<file path="src/rtl/cgra_arb_pkg.sv">
// Shared definitions for the CGRA kernel-launch arbiter.
//   arb_state_t        : arbiter FSM state encoding
//   CGRA_ARB_N_SLOTS   : default number of requesting cores
//   CGRA_ARB_KER_ID_W  : default kernel ID width (ID 0 = "no kernel")
package cgra_arb_pkg;

    localparam int unsigned CGRA_ARB_N_SLOTS  = 4;
    localparam int unsigned CGRA_ARB_KER_ID_W = 4;

    typedef enum logic [0:0] {
        ARB_IDLE  = 1'b0,
        ARB_OFFER = 1'b1
    } arb_state_t;

endpackage : cgra_arb_pkg

</file>
<file path="src/rtl/cgra_kernel_arbiter_rr_pick.sv">
// rr_pick: combinational round-robin picker.
// Rotates the eligible vector so that rr_ptr_i lands on bit 0, takes the
// lowest set bit, then adds rr_ptr_i back to get the absolute slot index.
//   eligible_i   in  N_SLOTS  slots that may be granted this cycle
//   rr_ptr_i     in  SLOT_W   first slot to consider
//   grant_idx_o  out SLOT_W   selected slot (valid only with grant_vld_o)
//   grant_vld_o  out 1        at least one slot is eligible
module rr_pick #(
    parameter int unsigned N_SLOTS = 4,
    parameter int unsigned SLOT_W  = $clog2(N_SLOTS)
) (
    input  logic [N_SLOTS-1:0] eligible_i,
    input  logic [SLOT_W-1:0]  rr_ptr_i,
    output logic [SLOT_W-1:0]  grant_idx_o,
    output logic               grant_vld_o
);

    logic [N_SLOTS-1:0] rotated;
    logic [SLOT_W-1:0]  rot_idx;
    logic [SLOT_W-1:0]  src_idx;

    always_comb begin
        rotated = '0;
        src_idx = '0;
        // N_SLOTS is a power of two, so SLOT_W-bit addition wraps mod N_SLOTS.
        for (int i = 0; i < N_SLOTS; i++) begin
            src_idx    = SLOT_W'(i) + rr_ptr_i;
            rotated[i] = eligible_i[src_idx];
        end
    end

    always_comb begin
        rot_idx     = '0;
        grant_vld_o = 1'b0;
        // Scan downward so the lowest set bit is the one left standing.
        for (int i = N_SLOTS - 1; i >= 0; i--) begin
            if (rotated[i]) begin
                rot_idx     = SLOT_W'(i);
                grant_vld_o = 1'b1;
            end
        end
    end

    assign grant_idx_o = rot_idx + rr_ptr_i;

endmodule : rr_pick

</file>
<file path="src/rtl/cgra_kernel_arbiter.sv">
// cgra_kernel_arbiter: round-robin scheduler sharing the CGRA kernel-launch
// path among N_SLOTS cores. One outstanding kernel per slot; a slot is freed
// by its done_i event.
//
// Optional feature: define CGRA_ARB_WDOG_EN to add a per-slot watchdog that
// frees a slot whose completion never arrives and pulses timeout_o.
//
// Ports:
//   clk_i, rst_i      clock, asynchronous active-high reset
//   req_valid_i       per-slot kernel request
//   req_ker_id_i      per-slot kernel ID, slot s at [s*KER_ID_W +: KER_ID_W]
//   req_ready_o       one-hot single-cycle capture pulse to the chosen slot
//   done_i            per-slot completion event
//   out_valid_o       downstream launch request
//   out_ready_i       downstream accept
//   out_ker_id_o      kernel ID of the launch
//   out_slot_o        originating slot of the launch
//   busy_o            slot has an outstanding kernel
//   timeout_o         watchdog expiry pulse (constant 0 without the feature)
//
// state     | meaning
// ----------+-------------------------------------------------------------
// ARB_IDLE  | searching for an eligible slot; capture happens here
// ARB_OFFER | {slot, kernel ID} held on the output until out_ready_i
module cgra_kernel_arbiter
    import cgra_arb_pkg::*;
#(
    parameter int unsigned N_SLOTS  = CGRA_ARB_N_SLOTS,
    parameter int unsigned KER_ID_W = CGRA_ARB_KER_ID_W,
    parameter int unsigned SLOT_W   = $clog2(N_SLOTS),
    parameter int unsigned WDOG_W   = 16
) (
    input  logic                        clk_i,
    input  logic                        rst_i,
    input  logic [N_SLOTS-1:0]          req_valid_i,
    input  logic [N_SLOTS*KER_ID_W-1:0] req_ker_id_i,
    output logic [N_SLOTS-1:0]          req_ready_o,
    input  logic [N_SLOTS-1:0]          done_i,
    output logic                        out_valid_o,
    input  logic                        out_ready_i,
    output logic [KER_ID_W-1:0]         out_ker_id_o,
    output logic [SLOT_W-1:0]           out_slot_o,
    output logic [N_SLOTS-1:0]          busy_o,
    output logic [N_SLOTS-1:0]          timeout_o
);

    if (((1 << SLOT_W) != N_SLOTS) || (N_SLOTS < 2) || (WDOG_W < 2)) begin : g_param_check
        $error("cgra_kernel_arbiter: N_SLOTS must be a power of two >= 2 and WDOG_W >= 2");
    end

    arb_state_t          state_q, state_d;
    logic [SLOT_W-1:0]   rr_ptr_q, rr_ptr_d;
    logic [N_SLOTS-1:0]  busy_q, busy_d;
    logic [KER_ID_W-1:0] ker_id_q, ker_id_d;
    logic [SLOT_W-1:0]   slot_q, slot_d;

    logic [KER_ID_W-1:0] req_ker_id [N_SLOTS];
    logic [N_SLOTS-1:0]  eligible;
    logic [N_SLOTS-1:0]  set_mask;
    logic [N_SLOTS-1:0]  timeout;
    logic [SLOT_W-1:0]   grant_idx;
    logic                grant_vld;

    always_comb begin
        for (int s = 0; s < N_SLOTS; s++) begin
            req_ker_id[s] = req_ker_id_i[s*KER_ID_W +: KER_ID_W];
            // Busy is the registered value, so a done_i arriving this cycle
            // only makes the slot eligible from the next cycle on.
            eligible[s]   = req_valid_i[s] & ~busy_q[s] & (req_ker_id[s] != '0);
        end
    end

    rr_pick #(
        .N_SLOTS (N_SLOTS),
        .SLOT_W  (SLOT_W)
    ) u_rr_pick (
        .eligible_i  (eligible),
        .rr_ptr_i    (rr_ptr_q),
        .grant_idx_o (grant_idx),
        .grant_vld_o (grant_vld)
    );

    always_comb begin
        state_d     = state_q;
        rr_ptr_d    = rr_ptr_q;
        ker_id_d    = ker_id_q;
        slot_d      = slot_q;
        req_ready_o = '0;
        set_mask    = '0;
        unique case (state_q)
            ARB_IDLE: begin
                if (grant_vld) begin
                    req_ready_o[grant_idx] = 1'b1;
                    ker_id_d               = req_ker_id[grant_idx];
                    slot_d                 = grant_idx;
                    state_d                = ARB_OFFER;
                end
            end
            ARB_OFFER: begin
                if (out_ready_i) begin
                    set_mask[slot_q] = 1'b1;
                    rr_ptr_d         = slot_q + 1'b1;
                    state_d          = ARB_IDLE;
                end
            end
            default: state_d = ARB_IDLE;
        endcase
    end

    // A new launch on a slot overrides a same-cycle clear of that slot.
    assign busy_d = (busy_q & ~done_i & ~timeout) | set_mask;

    always_ff @(posedge clk_i or posedge rst_i) begin
        if (rst_i) begin
            state_q  <= ARB_IDLE;
            rr_ptr_q <= '0;
            busy_q   <= '0;
            ker_id_q <= '0;
            slot_q   <= '0;
        end else begin
            state_q  <= state_d;
            rr_ptr_q <= rr_ptr_d;
            busy_q   <= busy_d;
            ker_id_q <= ker_id_d;
            slot_q   <= slot_d;
        end
    end

`ifdef CGRA_ARB_WDOG_EN
    logic [WDOG_W-1:0] wdog_cnt_q [N_SLOTS];
    logic [WDOG_W-1:0] wdog_cnt_d [N_SLOTS];

    always_comb begin
        for (int s = 0; s < N_SLOTS; s++) begin
            timeout[s] = busy_q[s] & (wdog_cnt_q[s] == '1);
            if (!busy_q[s] || done_i[s] || set_mask[s] || timeout[s]) begin
                wdog_cnt_d[s] = '0;
            end else begin
                wdog_cnt_d[s] = wdog_cnt_q[s] + 1'b1;
            end
        end
    end

    always_ff @(posedge clk_i or posedge rst_i) begin
        if (rst_i) begin
            for (int s = 0; s < N_SLOTS; s++) begin
                wdog_cnt_q[s] <= '0;
            end
        end else begin
            for (int s = 0; s < N_SLOTS; s++) begin
                wdog_cnt_q[s] <= wdog_cnt_d[s];
            end
        end
    end
`else
    assign timeout = '0;
`endif

    assign timeout_o    = timeout;
    assign busy_o       = busy_q;
    assign out_valid_o  = (state_q == ARB_OFFER);
    assign out_ker_id_o = ker_id_q;
    assign out_slot_o   = slot_q;

endmodule : cgra_kernel_arbiter

</file>
<file path="config.mk">
export PLATFORM = sky130hd
export DESIGN_NAME = cgra_kernel_arbiter
export DESIGN_NICKNAME = d
export VERILOG_FILES = /design/src/rtl/cgra_arb_pkg.sv /design/src/rtl/cgra_kernel_arbiter_rr_pick.sv /design/src/rtl/cgra_kernel_arbiter.sv
export SDC_FILE = /design/constraint.sdc
export NUM_CORES = 1
export LEC_CHECK = 0
export ABC_AREA = 1
export BUFFER_PORTS_ARGS = -buffer_cell sky130_fd_sc_hd__buf_2
export CORE_MARGIN = 1
export CORE_UTILIZATION = 47
export CTS_CLUSTER_SIZE = 14
export DETAILED_ROUTE_END_ITERATION = 7
export GPL_ROUTABILITY_DRIVEN = 0
export GPL_TIMING_DRIVEN = 0
export PLACE_DENSITY = 0.79
export SLEW_MARGIN = 5
export SYNTH_ARGS = -nofsm -noshare
export SYNTH_HDL_FRONTEND = slang
export SYNTH_SLANG_ARGS = --single-unit
</file>
<file path="constraint.sdc">
create_clock -name clk_i -period 2.69 [get_ports clk_i]
set_clock_uncertainty 0.15 [all_clocks]
set_input_delay 0.1345 -clock clk_i [delete_from_list [all_inputs] [get_ports clk_i]]
set_output_delay 0.1345 -clock clk_i [all_outputs]
set_load 0.01 [all_outputs]
</file>
Word level (Yosys, flattened, before mapping)
Index checks and enable logic that the tools add are counted.

Input port bits: 27. Output and inout bits: 19. Word-level logic and storage cells: 74. Register bits: 13.

Add/subtract/negate cells: 5. Magnitude comparators: 9. Multiplexer cells: 30. Reduce and logical (&&, ||, !) cells: 8. Bitwise operators: 17.

Operator list (count): $mux 4 (6); $lt 2x3->1 const B (6); $reduce_bool 4->1 (4); $mux 1 (12); $and 1x1->1 (8); $bmux 1 s2 (4); $bmux 4 s2 (1); $mux 2 (4); $not 1->1 (5); $add 2x2->2 const A (2); $and 4x4->4 (1); $demux 1 s2 (2); $ge 2x1->1 const B (2); $not 4->4 (1); $or 4x4->4 (1); $reduce_and 2->1 (2); $ge 3x3->1 const B (1); $not 2->3 (1); $add 1x2->2 const A (1); $add 2x1->2 const B (1); $add 2x2->2 (1); $logic_and 1x1->1 (2); $pmux 1 s2 (1).

Longest topological paths before layout
Depth after elaboration: 16. Gate-level depth with buffers: 15. Depth with buffers taken out: 14.

Hierarchy
From an unflattened synthesis, not the netlist that was laid out.

Cell total of the unflattened synthesis: 176. Area total of the unflattened synthesis: 1129.8 µm².

Modules (own cells, without submodules): cgra_kernel_arbiter (sequential area each 325.3 µm², cells an instance 120, area each 870.8 µm², instances 1); rr_pick (sequential area each 0.0 µm², cells an instance 56, area each 259.0 µm², instances 1).

Least setup slack after synthesis
OpenSTA, ideal clock, no wires.

Path kind: register to output. Start point: reg rr_ptr_q[0]. End point: out req_ready_o[2]. Data arrival time: 2.157 ns. Buffers on the path: 3. Required time: 2.406 ns. Path slack: 0.248 ns. Stages on the path, launching flop included: 13. Cell sequence: dfrtp_1 -> buf_6 -> xnor2_2 -> inv_2 -> nand3_1 -> nand2_1 -> a21oi_1 -> ha_1 -> clkbuf_1 -> inv_1 -> clkbuf_1 -> nand2_1 -> a21oi_1.

Cells in the longest elaborated chain, start to end: 14. Elaborated cells on any way between the ends: 27. Classes of those cells: add/sub: 4; order compare: 2; mux: 20; reduce/logical: 1.

Ends and longest elaborated chain: start, declared (RTL line cgra_kernel_arbiter.sv:52) `logic [SLOT_W-1:0] rr_ptr_q, rr_ptr_d;`; start signal, assigned (RTL line cgra_kernel_arbiter.sv:122) `rr_ptr_q <= rr_ptr_d;`; $add 2x2->2 (RTL line cgra_kernel_arbiter_rr_pick.sv:27) `src_idx = SLOT_W'(i) + rr_ptr_i;`; $bmux 1 s2 (RTL line cgra_kernel_arbiter_rr_pick.sv:28) `rotated[i] = eligible_i[src_idx];`; $mux 1 (not written as such) (RTL line cgra_kernel_arbiter_rr_pick.sv:28); $mux 2 (4 in series) (RTL line cgra_kernel_arbiter_rr_pick.sv:37) `if (rotated[i]) begin`; $add 2x2->2 (*) (RTL line cgra_kernel_arbiter_rr_pick.sv:44) `assign grant_idx_o = rot_idx + rr_ptr_i;`; net grant_idx[0] (RTL line cgra_kernel_arbiter.sv:61) `logic [SLOT_W-1:0] grant_idx;`; $lt 2x3->1 (not written as such) or $ge 2x1->1 (tied branches) (RTL line cgra_kernel_arbiter.sv:93) `req_ready_o[grant_idx] = 1'b1;`; $logic_and 1x1->1 (not written as such) (RTL line cgra_kernel_arbiter.sv:93); $mux 1 (not written as such) (RTL line cgra_kernel_arbiter.sv:93); $demux 1 s2 (*) (RTL line cgra_kernel_arbiter.sv:93); $mux 4 (*) (RTL line cgra_kernel_arbiter.sv:92) `if (grant_vld) begin`; $mux 4 (*) (RTL line cgra_kernel_arbiter.sv:90) `unique case (state_q)`; end, declared (RTL line cgra_kernel_arbiter.sv:37) `output logic [N_SLOTS-1:0] req_ready_o,`.

Mark *: on every way through the listed nets, which the timed path passes. The rest lies on a longest branch. The select of a mux whose other input is x is not followed.

Final worst setup path
Start point: reg rr_ptr_q[0]. End point: out req_ready_o[1].

Cells in the longest elaborated chain, start to end: 14. Elaborated cells on any way between the ends: 27. Classes of those cells: add/sub: 4; order compare: 2; mux: 20; reduce/logical: 1.

Ends and longest elaborated chain (RTL line): $add 2x2->2 (cgra_kernel_arbiter_rr_pick.sv:27); $bmux 1 s2 (cgra_kernel_arbiter_rr_pick.sv:28); $mux 1 (not written as such) (cgra_kernel_arbiter_rr_pick.sv:28); $mux 2 (4 in series) (cgra_kernel_arbiter_rr_pick.sv:37); $add 2x2->2 (cgra_kernel_arbiter_rr_pick.sv:44); $lt 2x3->1 (not written as such) or $ge 2x1->1 (tied branches) (cgra_kernel_arbiter.sv:93); $logic_and 1x1->1 (not written as such) (cgra_kernel_arbiter.sv:93); $mux 1 (not written as such) (cgra_kernel_arbiter.sv:93); $demux 1 s2 (cgra_kernel_arbiter.sv:93); $mux 4 (*) (cgra_kernel_arbiter.sv:92); $mux 4 (*) (cgra_kernel_arbiter.sv:90).

Every way passes the cells marked *; elsewhere a longest branch is shown, timed or not. The select of a mux whose other input is x is not followed.

==> flow_metrics.tcl <==
set metrics [dict create \
    nNetsFinal 260 \
    cts_sinks 13 \
    fmax_mhz 374 \
    clockPowerShare 0.047 \
    p_comb_frac 0.793 \
    timing.hold.ws_ns 0.0790 \
    clk_latency_ns 0.27 \
    ys_ff_latch 13 \
    dr.pass1.iters 4 \
    htree_num_levels 1 \
    antenna_found_initial 0 \
    p_int_mw 1.15 \
    dpl-instance-area_mm2 0.00134 \
    r2r-start "rr_ptr_q[0]" \
    syn_area_per_cell_um2 6.57 \
    synth_area_mm2 0.00108 \
    numCtsBuffers 3 \
    start_util 0.495 \
    dpl.hpwl_um 2140 \
    power_density_mw_per_mm2 1530 \
    finalPower_mw 2.46 \
    stdcell_area_mm2 0.00161 \
    ys_warn_count 0 \
    vias 1294 \
    final.period_utilization 0.993 \
    clk_pin_slew_ns 0.08 \
    synth_largest_area_cell "dfrtp_1" \
    core_mm2 0.00219 \
    die_w_um 50.0 \
    drc 0 \
    maxCapViolations 0 \
    grt_overflow 0 \
    slew_viol_final 0 \
    io_pins 46 \
    cp_max_fo 7 \
    finalSetupTns_ns 0 \
    viasPerCell 5.07 \
    die_h_um 50.0 \
    rsz0062_at_grt "yes" \
    rows 17 \
    crit_type "reg2out" \
    sw_frac_of_total 0.532 \
    critPathRequiredTime_ns 2.41 \
    p_seq_frac 0.160 \
    root_buffer "clkbuf_4" \
    cp-end-kind "output pin" \
    hold_viol 0 \
    fillers 173 \
    crit_arrival_ns 2.39 \
    layout-drive-gt1-share 0.419 \
    synth.top_cells.by_area "dfrtp_1 30%, nand2_1 18%, nand3_1 12%, inv_1 5.9%, ha_1 5.8%" \
    grt_pass1_wl_um 4600 \
    synth_top_area_frac 0.300 \
    vdd.ir_drop.worst_mv 1.13 \
    hold_path.startpoint "req_ker_id_i[9]" \
    track_usage 0.243 \
    synth.distinct_cells 23 \
    min_path_type "in2reg" \
    die-area_mm2 0.00250 \
    min_period_ns 2.67 \
    yosysSeqAreaShare 0.300 \
    drt_iter0_markers 26 \
    antenna_cells 0 \
    netlist_instances 165 \
    syn2layout_area_growth_pct 48.4 \
    setup_viol 0 \
    switching_power_mw 1.31 \
    start_kind "flop" \
    p_leak_nw 0.899 \
    grt_pass1_vias 1148 \
    status "finished, final reports clean" \
    drt_wl_total_um 3090 \
    cts_tree "built" \
    worstSetupStartpoint "rr_ptr_q[0]" \
    clockBufferDepth 2 \
    grt_max_degree 14 \
    routedWlPerCell_um 12.1 \
    io_buffers 41 \
    final_antenna_net_count 0 \
]
==> kinds of logic after synthesis <==
kind of cell | Yosys count | share of synthesized area
other cells | 1 | 0.00346
compound gates | 12 | 0.0577
fa+ha+maj | 5 | 0.0577
flops | 13 | 0.300
xor+xnor | 2 | 0.0231
buf+inv | 26 | 0.118
simple gates | 106 | 0.441
==> state kept, by name (all words and copies together) (netlist names) <==
signal / flops
busy_o: 4
out_slot_o: 2
rr_ptr_q: 2
out_valid_o: 1
out_ker_id_o: 4
==> worst paths after layout <==
path                       cells after the start               to  slack (ns)
max reg2reg                                   13  out_ker_id_o[2]        0.34
min reg2reg                                    2  out_ker_id_o[2]        0.36
max in group asynchronous                      3      rr_ptr_q[1]        1.77
min                                            5  out_ker_id_o[1]        0.08
max                                           13   req_ready_o[1]        0.02
min in group asynchronous                      3  out_ker_id_o[0]        0.27
==> cell usage after synthesis (all sizes together) <==
library cell	number
a21oi	3
buf	6
clkbuf	2
conb	1
dfrtp	13
ha	5
inv	18
nand2	54
nand3	29
nand4	4
nor2	18
nor3	1
o21a	1
o21ai	8
xnor2	1
xor2	1
==> stage by stage <==
stage	std cells	util	setup slack, ns
detailed placement	237	0.610	-0.127
CTS	248	0.678	0.0239
global route	255	0.735	-0.122
floorplan	168	-	0.248
global placement	237	0.610	-0.0621
finish	255	0.735	0.0177
==> critical path: stages (launching register included) <==
cell and delay, ns:
dfrtp_1 0.39, buf_6 0.15, xnor2_4 0.19, inv_2 0.08, nand3_2 0.09, nand3_2 0.08, a21oi_2 0.16, ha_2 0.21
xor2_2 0.18, inv_2 0.06, nand3_4 0.12, nand2_4 0.09, nor3_2 0.15, buf_2 0.15
==> layout by cell type, fill, tap and decap left out, types with 2 or more instances in the layout <==
cell / netlist / routed
a21oi_2: 0 / 2
buf_2: 0 / 41
buf_4: 4 / 13
buf_6: 2 / 3
clkbuf_4: 0 / 3
conb_1: 1 / 4
dfrtp_1: 13 / 12
dlygate4sd3_1: 0 / 6
ha_1: 5 / 4
inv_1: 17 / 14
inv_2: 1 / 3
nand2_1: 51 / 48
nand2_2: 2 / 5
nand3_1: 27 / 18
nand3_2: 2 / 9
nand3_4: 0 / 2
nand4_1: 4 / 4
nor2_1: 16 / 12
nor2_2: 2 / 5
o21ai_0: 7 / 7
==> final cells by class <==
class | count | area (um2) | area share
Clock inverter | 1 | 5.00 | 0.00311
Sequential cell | 13 | 327 | 0.203
Clock buffer | 3 | 22.5 | 0.0140
Buffer | 6 | 52.6 | 0.0326
Timing Repair Buffer | 57 | 344 | 0.214
Inverter | 18 | 70.1 | 0.0435
Multi-Input combinational cell | 129 | 754 | 0.469
Tap cell | 28 | 35.0 | 0.0218
==> per-layer routing <==
layer / vias up / GRT usage / routed length (um)
met5: - / 0 / 0
met4: 0 / 0.167 / 121
met3: 12 / 0.0309 / 88
met2: 39 / 0.413 / 1700
met1: 599 / 0.278 / 1180
li1: 644 / - / -
==> timing repair <==
action                                  CTS  global route
gates cloned                              0             0
hold buffers                              6             0
pin swaps                                 2             8
endpoints found under the hold margin    18             0
buffers inserted                          3             7
endpoints found under the setup margin    6             4
resized for setup                        10            20
==> power by group through the flow <==
stage / registers (mW) / logic, mW / clock network, mW
floorplan: 0.405 / 1.08 / 0
global placement: 0.380 / 1.44 / 0
detailed placement: 0.385 / 1.48 / 0
CTS: 0.388 / 1.67 / 0.119
global route: 0.406 / 2.17 / 0.129
finish: 0.393 / 1.95 / 0.116
(Power assumes the default switching activity.)
